--- src/rtl/branch_sequencer.sv ---
// Branch/vector sequencer for the MOSby 6502 core: branch condition test, relative PCL
// computation with page-cross fix-up, and reset/NMI/IRQ vector fetch sequencing.
// Optional build macro: BRANCH_BRA_EN (branch_op 8 = BRA, always taken).
module branch_sequencer #(
  parameter int                ADDR_W  = 16,
  parameter int                C_BIT   = 7,
  parameter int                Z_BIT   = 6,
  parameter int                V_BIT   = 2,
  parameter int                N_BIT   = 0,
  parameter int                I_BIT   = 5,
  parameter logic [ADDR_W-1:0] RST_VEC = 16'hFFFC,
  parameter logic [ADDR_W-1:0] NMI_VEC = 16'hFFFA,
  parameter logic [ADDR_W-1:0] IRQ_VEC = 16'hFFFE
) (
  input  logic              clk_2,
  input  logic              rst,
  input  logic              branch_con,
  input  logic              branch_uncon,
  input  logic [3:0]        branch_op,
  input  logic [7:0]        status,
  input  logic [7:0]        pcl,
  input  logic [7:0]        offset,
  input  logic              nmi_req,
  input  logic              irq_req,
  input  logic              instr_boundary,
  output logic              branch,
  output logic              lower_byte,
  output logic              normal,
  output logic [ADDR_W-1:0] vec_addr,
  output logic [7:0]        pcl_new,
  output logic              pch_inc,
  output logic              pch_dec,
  output logic              busy
);

  typedef enum logic [1:0] {
    VEC_LO = 2'd0,
    VEC_HI = 2'd1,
    IDLE   = 2'd2,
    BR_FIX = 2'd3
  } state_t;

  state_t            state;
  state_t            state_nx;
  logic              nmi_prev;
  logic              nmi_pend;
  logic              nmi_pend_nx;
  logic              nmi_edge;
  logic              branch_nx;
  logic              lower_byte_nx;
  logic              normal_nx;
  logic [ADDR_W-1:0] vec_addr_nx;
  logic [7:0]        pcl_new_nx;
  logic              pch_inc_nx;
  logic              pch_dec_nx;
  logic              busy_nx;
  logic              taken;
  logic [8:0]        sum;
  logic              cross_inc;
  logic              cross_dec;

  function automatic logic cond_true(input logic [3:0] op, input logic [7:0] st);
    logic res;
    case (op)
      4'd0:    res = ~st[C_BIT];
      4'd1:    res = st[C_BIT];
      4'd2:    res = st[Z_BIT];
      4'd3:    res = st[N_BIT];
      4'd4:    res = ~st[Z_BIT];
      4'd5:    res = ~st[N_BIT];
      4'd6:    res = ~st[V_BIT];
      4'd7:    res = st[V_BIT];
`ifdef BRANCH_BRA_EN
      4'd8:    res = 1'b1;
`else
      4'd8:    res = 1'b0;
`endif
      default: res = 1'b0;
    endcase
    return res;
  endfunction

  assign taken    = cond_true(branch_op, status);
  assign sum      = {1'b0, pcl} + {1'b0, offset};
  // Carry disagreeing with the displacement sign means the target left the current page.
  assign cross_inc = sum[8] & ~offset[7];
  assign cross_dec = ~sum[8] & offset[7];
  assign nmi_edge  = nmi_req & ~nmi_prev;

  // Next-state and next-output decode.
  always_comb begin
    state_nx      = state;
    branch_nx     = 1'b0;
    lower_byte_nx = 1'b0;
    normal_nx     = normal;
    vec_addr_nx   = vec_addr;
    pcl_new_nx    = pcl_new;
    pch_inc_nx    = 1'b0;
    pch_dec_nx    = 1'b0;
    busy_nx       = 1'b0;
    nmi_pend_nx   = nmi_pend | nmi_edge;
    case (state)
      VEC_LO: begin
        state_nx    = VEC_HI;
        branch_nx   = 1'b1;
        vec_addr_nx = vec_addr + {{(ADDR_W-1){1'b0}}, 1'b1};
        busy_nx     = 1'b1;
      end
      VEC_HI: begin
        state_nx  = IDLE;
        normal_nx = 1'b1;
      end
      IDLE: begin
        if (branch_uncon) begin
          branch_nx = 1'b1;
        end else if (branch_con) begin
          if (taken) begin
            branch_nx  = 1'b1;
            pcl_new_nx = sum[7:0];
            if (cross_inc || cross_dec) begin
              state_nx   = BR_FIX;
              busy_nx    = 1'b1;
              pch_inc_nx = cross_inc;
              pch_dec_nx = cross_dec;
            end else begin
              state_nx = IDLE;
            end
          end else begin
            branch_nx = 1'b0;
          end
        end else if (instr_boundary && nmi_pend) begin
          state_nx      = VEC_LO;
          vec_addr_nx   = NMI_VEC;
          lower_byte_nx = 1'b1;
          busy_nx       = 1'b1;
          nmi_pend_nx   = nmi_edge;
        end else if (instr_boundary && irq_req && !status[I_BIT]) begin
          state_nx      = VEC_LO;
          vec_addr_nx   = IRQ_VEC;
          lower_byte_nx = 1'b1;
          busy_nx       = 1'b1;
        end else begin
          state_nx = IDLE;
        end
      end
      BR_FIX: begin
        state_nx = IDLE;
      end
      default: begin
        state_nx      = VEC_LO;
        vec_addr_nx   = RST_VEC;
        lower_byte_nx = 1'b1;
        busy_nx       = 1'b1;
      end
    endcase
  end

  // State and registered outputs.
  always_ff @(posedge clk_2 or negedge rst) begin
    if (!rst) begin
      state      <= VEC_LO;
      nmi_prev   <= 1'b0;
      nmi_pend   <= 1'b0;
      branch     <= 1'b0;
      lower_byte <= 1'b1;
      normal     <= 1'b0;
      vec_addr   <= RST_VEC;
      pcl_new    <= 8'h00;
      pch_inc    <= 1'b0;
      pch_dec    <= 1'b0;
      busy       <= 1'b1;
    end else begin
      state      <= state_nx;
      nmi_prev   <= nmi_req;
      nmi_pend   <= nmi_pend_nx;
      branch     <= branch_nx;
      lower_byte <= lower_byte_nx;
      normal     <= normal_nx;
      vec_addr   <= vec_addr_nx;
      pcl_new    <= pcl_new_nx;
      pch_inc    <= pch_inc_nx;
      pch_dec    <= pch_dec_nx;
      busy       <= busy_nx;
    end
  end

endmodule
--- config.mk ---
export PLATFORM = sky130hd
export DESIGN_NAME = branch_sequencer
export DESIGN_NICKNAME = d
export VERILOG_FILES = /design/src/rtl/branch_sequencer.sv
export SDC_FILE = /design/constraint.sdc
export NUM_CORES = 1
export LEC_CHECK = 0
export ABC_CLOCK_PERIOD_IN_PS = 2100
export CORE_MARGIN = 1.5
export CORE_UTILIZATION = 25
export CTS_CLUSTER_DIAMETER = 60
export CTS_CLUSTER_SIZE = 16
export DETAILED_ROUTE_END_ITERATION = 12
export SETUP_SLACK_MARGIN = 0.05
export SLEW_MARGIN = 15
export SYNTH_ARGS = -nofsm -noshare
export SYNTH_HDL_FRONTEND = slang
export SYNTH_SLANG_ARGS = --single-unit
--- constraint.sdc ---
create_clock -name clk_2 -period 2.1 [get_ports clk_2]
set_input_delay 0.42 -clock clk_2 [delete_from_list [all_inputs] [get_ports clk_2]]
set_output_delay 0.42 -clock clk_2 [all_outputs]
set_load 0.02 [all_outputs]
# Word level (Yosys, flattened, before mapping)
# Index checks and enable logic that the tools add are counted.
dict set report op_classes {
  reduce_logical 12
  add_sub_neg 2
  n_mux 41
  eq_ne 14
  bitwise 12
}
# operator count
set ops {}
lappend ops {{two-way mux 16 bit} 4}
lappend ops {{case mux 16 bit (2 select lines)} 1}
lappend ops {{two-way mux 1 bit} 27}
lappend ops {{adder 16 x 1 -> 16 bit (second input constant)} 1}
lappend ops {{== test 4 x 3 -> 1 bit (second input constant)} 4}
lappend ops {{two-way mux 2 bit} 5}
lappend ops {{adder 8 x 8 -> 9 bit} 1}
lappend ops {{== test 4 x 2 -> 1 bit (second input constant)} 2}
lappend ops {{NOT 1 bit} 8}
lappend ops {{case mux 1 bit (8 select lines)} 1}
lappend ops {{AND reduction 4 bit} 2}
lappend ops {{!= test 3 bit (second input constant)} 2}
lappend ops {{case mux 2 bit (3 select lines)} 1}
lappend ops {{== test 2 bit (second input constant)} 2}
lappend ops {{== test 4 x 1 -> 1 bit (second input constant)} 1}
lappend ops {{logical NOT 4 bit} 1}
lappend ops {{!= test 2 bit (second input constant)} 2}
lappend ops {{case mux 1 bit (2 select lines)} 2}
lappend ops {{AND 1 bit} 3}
lappend ops {{logical AND 1 bit} 3}
lappend ops {{== test 2 x 1 -> 1 bit (second input constant)} 1}
lappend ops {{logical NOT 2 bit} 1}
lappend ops {{AND reduction 2 bit} 1}
lappend ops {{nonzero test 2 bit} 1}
lappend ops {{other kinds (4)} 4}
dict set report word_totals {
  wordCells 92
  regBits 34
  inputBits 35
  output_inout_bits 30
}

# Longest topological paths before layout
# Gate-level depths: netlist (run 1).
dict set report depth {
  ltp_word 9
  depth_mapped 11
  mapped_depth_nobuf 11
}

# Worst setup path before layout (run 1)
# OpenSTA, ideal clock, no wires.
dict set report synth_timing {
  path_type {input to register}
  start {input offset[0]}
  end {register busy}
  cell_stages 11
  setup_time_ns 0.077
  arrival_ns 2.358
  n_path_buf 0
  slack_ns -0.335
  cell_sequence {ha_1 -> inv_1 -> fa_1 -> nor2b_1 -> o31ai_1 -> a21oi_1 -> o21ai_0 -> nand2b_1 -> ha_1 -> or3_1 -> a31oi_1}
}
dict set report synth_between {
  elab_chain_len 9
  elab_cells_between_ends 10
  classes_between {1 x add/sub; 5 x mux; 3 x bitwise; 1 x reduce/logical}
}
# item line
set synth_rtl {}
lappend synth_rtl {{start, declared} 22} ;# input logic [7:0] offset,
lappend synth_rtl {{adder 8 x 8 -> 9 bit *} 84} ;# assign sum = {1'b0, pcl} + {1'b0, offset};
lappend synth_rtl {{NOT 1 bit} 87} ;# assign cross_dec = ~sum[8] & offset[7];
lappend synth_rtl {{AND 1 bit} 87}
lappend synth_rtl {{logical OR 1 bit *} 120} ;# if (cross_inc || cross_dec) begin
lappend synth_rtl {{two-way mux 1 bit *} 120}
lappend synth_rtl {{two-way mux 1 bit *} 117} ;# if (taken) begin
lappend synth_rtl {{two-way mux 1 bit *} 116} ;# end else if (branch_con) begin
lappend synth_rtl {{two-way mux 1 bit *} 114} ;# if (branch_uncon) begin
lappend synth_rtl {{case mux 1 bit (2 select lines) *} 102} ;# case (state)
lappend synth_rtl {{named net busy_nx} 56} ;# logic busy_nx;
lappend synth_rtl {{end signal, assigned} 183} ;# busy <= busy_nx;
lappend synth_rtl {{end, declared} 33} ;# output logic busy
# Mark *: on every way through the listed nets, which the timed path passes. The rest lies on a longest branch.
# A chain may end at the register's enable or synchronous reset.

# Worst setup path in the final report (run 1)
# Ends and elaborated chain as after synthesis.

==> results of run 1 <==
==> final cells by class <==
cell class	instances	area [um2]
Timing Repair Buffer	102	920.9
Sequential cell	34	870.8
Inverter	15	56.30
Fill cell	774	4434
Clock inverter	1	5.005
Multi-Input combinational cell	142	1186
Tap cell	102	127.6
Clock buffer	7	86.33
==> power breakdown <==
| part | leakage (uW) | switching [uW] | internal (uW) | total [uW] |
|---|---|---|---|---|
| sequential | 0.000381 | 255 | 998 | 1250 |
| combinational | 0.000989 | 910 | 967 | 1880 |
| clock | 0.0000482 | 234 | 265 | 499 |
| total | 0.00142 | 1400 | 2230 | 3630 |
==> synth_stat cells, types with 2 or more instances <==
cell type	count	share of area, %
sky130_fd_sc_hd__a2111oi_0	3	1.3
sky130_fd_sc_hd__a211oi_1	10	3.8
sky130_fd_sc_hd__a21o_1	4	1.5
sky130_fd_sc_hd__a21oi_1	9	2.3
sky130_fd_sc_hd__a31oi_1	3	0.95
sky130_fd_sc_hd__and2_1	2	0.63
sky130_fd_sc_hd__clkbuf_1	5	0.95
sky130_fd_sc_hd__dfrtp_1	18	23
sky130_fd_sc_hd__dfstp_2	16	21
sky130_fd_sc_hd__ha_1	11	7.0
sky130_fd_sc_hd__inv_1	15	2.9
sky130_fd_sc_hd__mux2_2	7	4.0
sky130_fd_sc_hd__nand2_1	22	4.2
sky130_fd_sc_hd__nand2b_1	4	1.3
sky130_fd_sc_hd__nand3_1	5	1.3
sky130_fd_sc_hd__nand4_1	2	0.63
sky130_fd_sc_hd__nor2_1	3	0.57
sky130_fd_sc_hd__nor2b_1	6	1.9
sky130_fd_sc_hd__nor3_1	5	1.3
sky130_fd_sc_hd__o211ai_1	2	0.76
sky130_fd_sc_hd__o21a_1	2	0.76
sky130_fd_sc_hd__o21ai_0	10	2.5
sky130_fd_sc_hd__xnor2_1	15	6.7
==> per-layer routing <==
metal	vias up	routed length [um]
met5	-	0
met2	46	2593
met1	851	2199
li1	906	-
met3	2	242
met4	0	27
==> through the flow <==
step	utilization [%]	setup WS [ps]	hold slack, ps
after global routing	42.32	-175.8	455.4
final	42.32	-96.35	441.3
after detailed placement	38.79	-868.6	418.2
after global placement	38.79	-810.5	404.8
after CTS	41.21	-129.1	437.4
after floorplan	-	-193.0	124.4
==> timing repair <==
item / CTS / global route
hold endpoints to repair: 0 / 0
endpoints found under the setup margin: 12 / 18
resized for setup: 41 / 24
buffers inserted: 8 / 3
pin swaps: 13 / 18
gates cloned: 0 / 1
==> worst max-delay path: stages <==
cell and delay, ps:
sky130_fd_sc_hd__buf_6 100, sky130_fd_sc_hd__ha_4 150, sky130_fd_sc_hd__inv_2 50, sky130_fd_sc_hd__fa_2 230
sky130_fd_sc_hd__nor2b_4 50, sky130_fd_sc_hd__o31ai_4 260, sky130_fd_sc_hd__a21oi_2 110, sky130_fd_sc_hd__o21ai_2 150
sky130_fd_sc_hd__nand2b_1 70, sky130_fd_sc_hd__ha_1 270, sky130_fd_sc_hd__or3_4 370, sky130_fd_sc_hd__a31oi_1 170
==> final timing paths <==
| check | start | endpoint | slack, ps | cells after the start |
|---|---|---|---|---|
| worst max-delay path | offset[0] | busy$_DFF_PN1_ | -100 | 12 |
| worst min-delay path | nmi_prev$_DFF_PN0_ | nmi_pend$_DFF_PN0_ | 440 | 1 |
| worst max register to register | vec_addr[10]$_DFFE_PN1P_ | vec_addr[15]$_DFFE_PN1P_ | 190 | 5 |
| worst min register to register | nmi_prev$_DFF_PN0_ | nmi_pend$_DFF_PN0_ | 440 | 1 |
| max in group asynchronous | rst | vec_addr[11]$_DFFE_PN1P_ | 1200 | 2 |
| min in group asynchronous | rst | vec_addr[0]$_DFFE_PN0P_ | 560 | 2 |
==> state kept, by name (all words and copies together) (netlist names) <==
register / flops
vec_addr: 16
pcl_new: 8
state: 2
branch: 1
busy: 1
lower_byte: 1
nmi_pend: 1
nmi_prev: 1
normal: 1
pch_dec: 1
pch_inc: 1
==> cell usage in the layout, fill, tap and decap left out, types with 6 or more instances in the layout <==
master / n
sky130_fd_sc_hd__inv_1: 12
sky130_fd_sc_hd__dfrtp_1: 18
sky130_fd_sc_hd__dfstp_2: 16
sky130_fd_sc_hd__buf_4: 39
sky130_fd_sc_hd__clkdlybuf4s50_1: 47
sky130_fd_sc_hd__clkbuf_8: 6
sky130_fd_sc_hd__xnor2_1: 15
sky130_fd_sc_hd__ha_1: 9
sky130_fd_sc_hd__nand2_1: 22
sky130_fd_sc_hd__mux2_4: 7
sky130_fd_sc_hd__o21ai_0: 7
sky130_fd_sc_hd__a21oi_1: 8
==> cell families after synthesis <==
group / synth area share, %
flip-flops: 44.11
adder cells (fa/ha/maj): 7.985
buffers and inverters: 3.802
multiplexers: 5.640
AO/OA/AOI/OAI: 17.05
XOR/XNOR: 7.098
AND/OR/NAND/NOR: 14.32
==> summary.log, run 1 <==
qor: sta.setup-tns-final -126.7 ps
qor: clock_network.clock_sinks 34
qor: placed_design.port-buffer-count 61
qor: clock_network.clk-insertion-delay-late 280 ps
qor: floorplanning.ioPinCount 65
qor: sta.rsz0062_at_grt true
qor: sta.timing.final.setup_violations 2
qor: critical_path.timing.setup.critical_path_class in2reg
qor: drt.routed_wire_length_per_instance 12.56 um
qor: yosys.yosysWarnings 0
qor: yosys.synthCells 196
qor: sta.timing.clock.skew 4.386 ps
qor: clock_network.holdBufCountCts 0
qor: global_route.largest_net_degree_at_the_start_of_global_routing 35
qor: global_route.grt_util_met2 20.93%
qor: sta.final_min_period_over_clock_period 104.6%
qor: clock_network.clock_tree.htree_level_count 2
qor: drt.total_iterations_of_the_first_detailed_routing_run 4
qor: outcome.outcome complete, but fails checks
qor: yosys.synth-seq-cells 34
qor: drt.postRouteAntennaNets 0
qor: clock_network.cts-buffers-inserted 5
qor: power_and_ir_drop.post-layout-total-power 3630 uW
qor: power_and_ir_drop.power.leakage 0.001418 uW
qor: critical_path.crit_path_max_fanout 2
qor: sta.finalCriticalPeriod 2196 ps
qor: placed_design.dp_hpwl 3.589 mm
qor: clock_network.clock_tree_root sky130_fd_sc_hd__clkbuf_8
qor: clock_network.cts.reportedPaths.clkPinSlew 70 ps
qor: sta.slew_headroom 58.07%
qor: finish.finish.cell_count_without_fillers 403
qor: worst_hold_path.hold_path.class reg2reg
qor: floorplanning.placementRows 32
qor: sta.finalHoldViolCount 0
qor: clock_network.cts.path.max_buffers 2
qor: drt.postRouteWirelength 5.062 mm
qor: yosys.async_flop_share 100.0%
qor: global_route.global_route_wire_length_before_repair 8.100 mm
qor: yosys.netlist-cell-type-count 40
qor: global_route.globalRouteMet3Util 2.736%
qor: outcome.violations setup timing
qor: finish.finalNetCount 347
qor: yosys.net_count_after_synthesis 243
qor: critical_path.worst_ep_arrival_time 2400 ps
qor: sta.max_clock_freq 455.3 MHz
qor: floorplanning.core 7687 um2
qor: drt.drt-vias-per-instance 4.479
qor: run.maxCapViolations 0
qor: power_and_ir_drop.peakVddDrop 351.2 uV
qor: power_and_ir_drop.power_density 1116 nW/um2
qor: floorplanning.design.die.area 8440 um2
qor: critical_path.endpoint_class_of_the_critical_path flip-flop
qor: global_route.grt-busiest-layer met2
qor: clock_network.tritoncts done
qor: sta.max_slew.worst_pin.slew 626.1 ps
qor: finish.insertedDiodeCount 0
qor: drt.route.detailed.drc 0
qor: global_route.via_count_of_the_first_global_routing_pass 1761
qor: critical_path.timing.critical_path.required 2300 ps
qor: global_route.globalRouteTotalUtil 11.97%
qor: yosys.yosys_most_used_dff sky130_fd_sc_hd__dfrtp_1
qor: sta.postLayoutSetupSlackWorst -96.35 ps
qor: placed_design.finalWeightedCongestion 0.8442
qor: global_route.global_route.usage.met1 14.62%
qor: finish.areaGrowthSynthToFinish 64.77%
qor: placed_design.numPlacedInstances 386
qor: yosys.mappedNetlistArea 1974 um2
qor: drt.num_vias 1805
qor: floorplanning.dieHeight 91.87 um
qor: floorplanning.die_w 91.87 um
qor: sta.report.final.slew_viol_count 0
qor: placed_design.detailed_place.area 2982 um2
qor: global_route.global_route_overflow 0
qor: yosys.synth_sequential_area_ratio 44.11%
qor: floorplanning.start_util 25.68%
qor: yosys.number_of_enable_flip_flop_cells_after_synthesis 0
qor: global_route.antenna_found_initial 0
qor: critical_path.worst_setup_path_start_kind primary input
qor: drt.first_iter_violations 54
qor: finish.final_design_area_no_fill 3253 um2
qor: finish.drive_above_1_share 34.22%
qor: yosys.syn-mean-instance-area 10.07 um2
No activity file was read; power rests on OpenSTA's default activity.
==> run 2: changes to the inputs <==
CTS_BUF_LIST = sky130_fd_sc_hd__clkbuf_8   (was unset)
==> run 2 against run 1 <==
Against the previous run: the flow still finishes with violations (setup timing); cell count unchanged; flip-flop and latch count unchanged; via count about the same; first-iteration DRC count unchanged; maximum frequency about the same; wire length about the same; non-clock buffer count unchanged; critical endpoint unchanged; highest routed layer unchanged.
==> summary.log, run 2 (synthesized netlist as in run 1, its figures left out) <==
qor: drt.postRouteAntennaNets 0 [unchanged]
qor: global_route.globalRouteTotalUtil 11.97% [unchanged]
qor: sta.slew_headroom 58.07% [unchanged]
qor: sta.postLayoutSetupSlackWorst -95.73 ps [+0.6168 ps]
qor: finish.final_core_utilization 42.32% [unchanged]
qor: global_route.global_route_wire_length_before_repair 8.100 mm [unchanged]
qor: sta.finalHoldViolCount 0 [unchanged]
qor: sta.final_min_period_over_clock_period 104.6% [about the same]
qor: drt.total_iterations_of_the_first_detailed_routing_run 4 [unchanged]
qor: outcome.outcome complete, but fails checks
qor: sta.max_clock_freq 455.4 MHz [about the same]
qor: clock_network.clk-insertion-delay-late 280 ps [about the same]
qor: power_and_ir_drop.peakVddDrop 348.1 uV [-0.89%]
qor: floorplanning.core 7687 um2 [unchanged]
qor: global_route.largest_net_degree_at_the_start_of_global_routing 35 [unchanged]
qor: critical_path.timing.critical_path.required 2300 ps [about the same]
qor: drt.postRouteWirelength 5.061 mm [about the same]
qor: global_route.antenna_found_initial 0 [unchanged]
qor: drt.drt-vias-per-instance 4.481 [about the same]
qor: sta.max_slew.worst_pin.slew 626.1 ps [unchanged]
qor: finish.layout.filler_cells 774 [unchanged]
qor: critical_path.timing.setup.critical_path_class in2reg
qor: floorplanning.die_w 91.87 um [unchanged]
qor: global_route.via_count_of_the_first_global_routing_pass 1761 [unchanged]
qor: drt.num_vias 1806 [+0.055%]
qor: critical_path.crit_path_max_fanout 2 [unchanged]
qor: finish.mostFrequentLayoutCells 47 x sky130_fd_sc_hd__clkdlybuf4s50_1, 39 x sky130_fd_sc_hd__buf_4, 22 x sky130_fd_sc_hd__nand2_1, 18 x sky130_fd_sc_hd__dfrtp_1, 16 x sky130_fd_sc_hd__dfstp_2
qor: sta.setup-tns-final -125.5 ps [+1.242 ps]
qor: sta.timing.final.setup_violations 2 [unchanged]
qor: finish.drive_above_1_share 34.22% [unchanged]
qor: finish.areaGrowthSynthToFinish 64.77% [unchanged]
qor: finish.finalNetCount 347 [unchanged]
qor: sta.finalCriticalPeriod 2196 ps [-0.6168 ps]
qor: sta.fin_hold_ws 441.4 ps [+0.09200 ps]
qor: clock_network.clock_sinks 34 [unchanged]
qor: clock_network.tritoncts done
qor: finish.final_common_cell sky130_fd_sc_hd__clkdlybuf4s50_1
qor: floorplanning.ioPinCount 65 [unchanged]
qor: worst_hold_path.hold_path.class reg2reg
qor: clock_network.cts-buffers-inserted 5 [unchanged]
qor: placed_design.port-buffer-count 61 [unchanged]
qor: floorplanning.start_util 25.68% [unchanged]
qor: placed_design.finalWeightedCongestion 0.8442 [unchanged]
qor: floorplanning.dieHeight 91.87 um [unchanged]
qor: drt.routed_wire_length_per_instance 12.56 um [about the same]
qor: power_and_ir_drop.power.leakage 0.001422 uW [+0.29%]
qor: sta.rsz0062_at_grt true
qor: placed_design.detailed_place.area 2982 um2 [unchanged]
qor: clock_network.cts.path.max_buffers 2 [unchanged]
qor: clock_network.clock_tree_root sky130_fd_sc_hd__clkbuf_8
qor: clock_network.clock_tree.htree_level_count 2 [unchanged]
qor: drt.route.detailed.drc 0 [unchanged]
qor: critical_path.worst_ep_arrival_time 2400 ps [about the same]
qor: floorplanning.placementRows 32 [unchanged]
qor: finish.largest_registers vec_addr (16), pcl_new (8), state (2)
qor: outcome.violations setup timing
qor: critical_path.endpoint_class_of_the_critical_path flip-flop
qor: run.maxCapViolations 0 [unchanged]
qor: sta.report.final.slew_viol_count 0 [unchanged]
qor: sta.timing.clock.skew 4.386 ps [unchanged]
qor: power_and_ir_drop.post-layout-total-power 3626 uW [-0.11%]
qor: finish.insertedDiodeCount 0 [unchanged]
qor: drt.first_iter_violations 54 [unchanged]
qor: placed_design.dp_hpwl 3.589 mm [unchanged]
qor: finish.area.sequential 870.8 um2 [unchanged]
qor: critical_path.worst_setup_path_start_kind primary input
qor: global_route.global_route_overflow 0 [unchanged]
qor: finish.max_flop_register vec_addr
qor: power_and_ir_drop.power_density 1115 nW/um2 [-0.11%]
qor: clock_network.cts.reportedPaths.clkPinSlew 70 ps [about the same]
qor: floorplanning.design.die.area 8440 um2 [unchanged]
qor: finish.multiInputGateArea 1186 um2 [unchanged]
qor: finish.largest_register_ffs 16 [unchanged]
qor: finish.final_design_area_no_fill 3253 um2 [unchanged]
run 2: changes by cell type in the layout (fill, tap and decap cells not counted):
cell                       previous run  this run
sky130_fd_sc_hd__inv_1               12        13
sky130_fd_sc_hd__clkbuf_1             1         0
run 2: metal layers:
metal	GRT usage (%)	up-vias	share of wire, %
li1	-	906	-
met1	14.62	852	43
met2	20.93	46	51
met3	2.736	2	4.8
met4	3.462	0	0.53
met5	0	-	0
run 2: final cells by class:
| cell class | instances | share of cell area (%) |
|---|---|---|
| Clock buffer | 6 | 2.538 |
| Sequential cell | 34 | 26.77 |
| Timing Repair Buffer | 102 | 28.31 |
| Tap cell | 102 | 3.923 |
| Multi-Input combinational cell | 142 | 36.46 |
| Inverter | 15 | 1.731 |
| Clock inverter | 2 | 0.2692 |
run 2: path summary, 6_finish.rpt:
check / from / end / slack, ps / cells past startpoint
setup reg to reg: vec_addr[10]$_DFFE_PN1P_ / vec_addr[15]$_DFFE_PN1P_ / 190 / 5
hold reg to reg: nmi_prev$_DFF_PN0_ / nmi_pend$_DFF_PN0_ / 440 / 1
min in group asynchronous: rst / vec_addr[0]$_DFFE_PN0P_ / 560 / 2
max in group asynchronous: rst / vec_addr[11]$_DFFE_PN1P_ / 1200 / 2
hold / removal: nmi_prev$_DFF_PN0_ / nmi_pend$_DFF_PN0_ / 440 / 1
setup / recovery: offset[0] / busy$_DFF_PN1_ / -100 / 12
run 2: where the power goes:
part,switching (uW),internal (uW)
combinational,910,967
clock,235,260
sequential,256,998
run 2: critical path, cell delays in order:
cell	delay (ps)
sky130_fd_sc_hd__buf_6	100
sky130_fd_sc_hd__ha_4	150
sky130_fd_sc_hd__inv_2	50
sky130_fd_sc_hd__fa_2	230
sky130_fd_sc_hd__nor2b_4	50
sky130_fd_sc_hd__o31ai_4	260
sky130_fd_sc_hd__a21oi_2	110
sky130_fd_sc_hd__o21ai_2	150
sky130_fd_sc_hd__nand2b_1	70
sky130_fd_sc_hd__ha_1	270
sky130_fd_sc_hd__or3_4	370
sky130_fd_sc_hd__a31oi_1	170
run 2: what timing repair did:
item | in CTS | in global routing
hold buffers | 0 | 0
setup endpoints to repair | 12 | 18
resized for setup | 41 | 24
buffers inserted | 8 | 3
cloned | 0 | 1
pin swaps | 13 | 18
run 2: metrics by stage:
step	worst slack [ps]	std cells
after floorplan	-193.0	196
after global placement	-810.5	386
after detailed placement	-868.6	386
after CTS	-128.8	400
after global routing	-175.3	403
final	-95.73	403
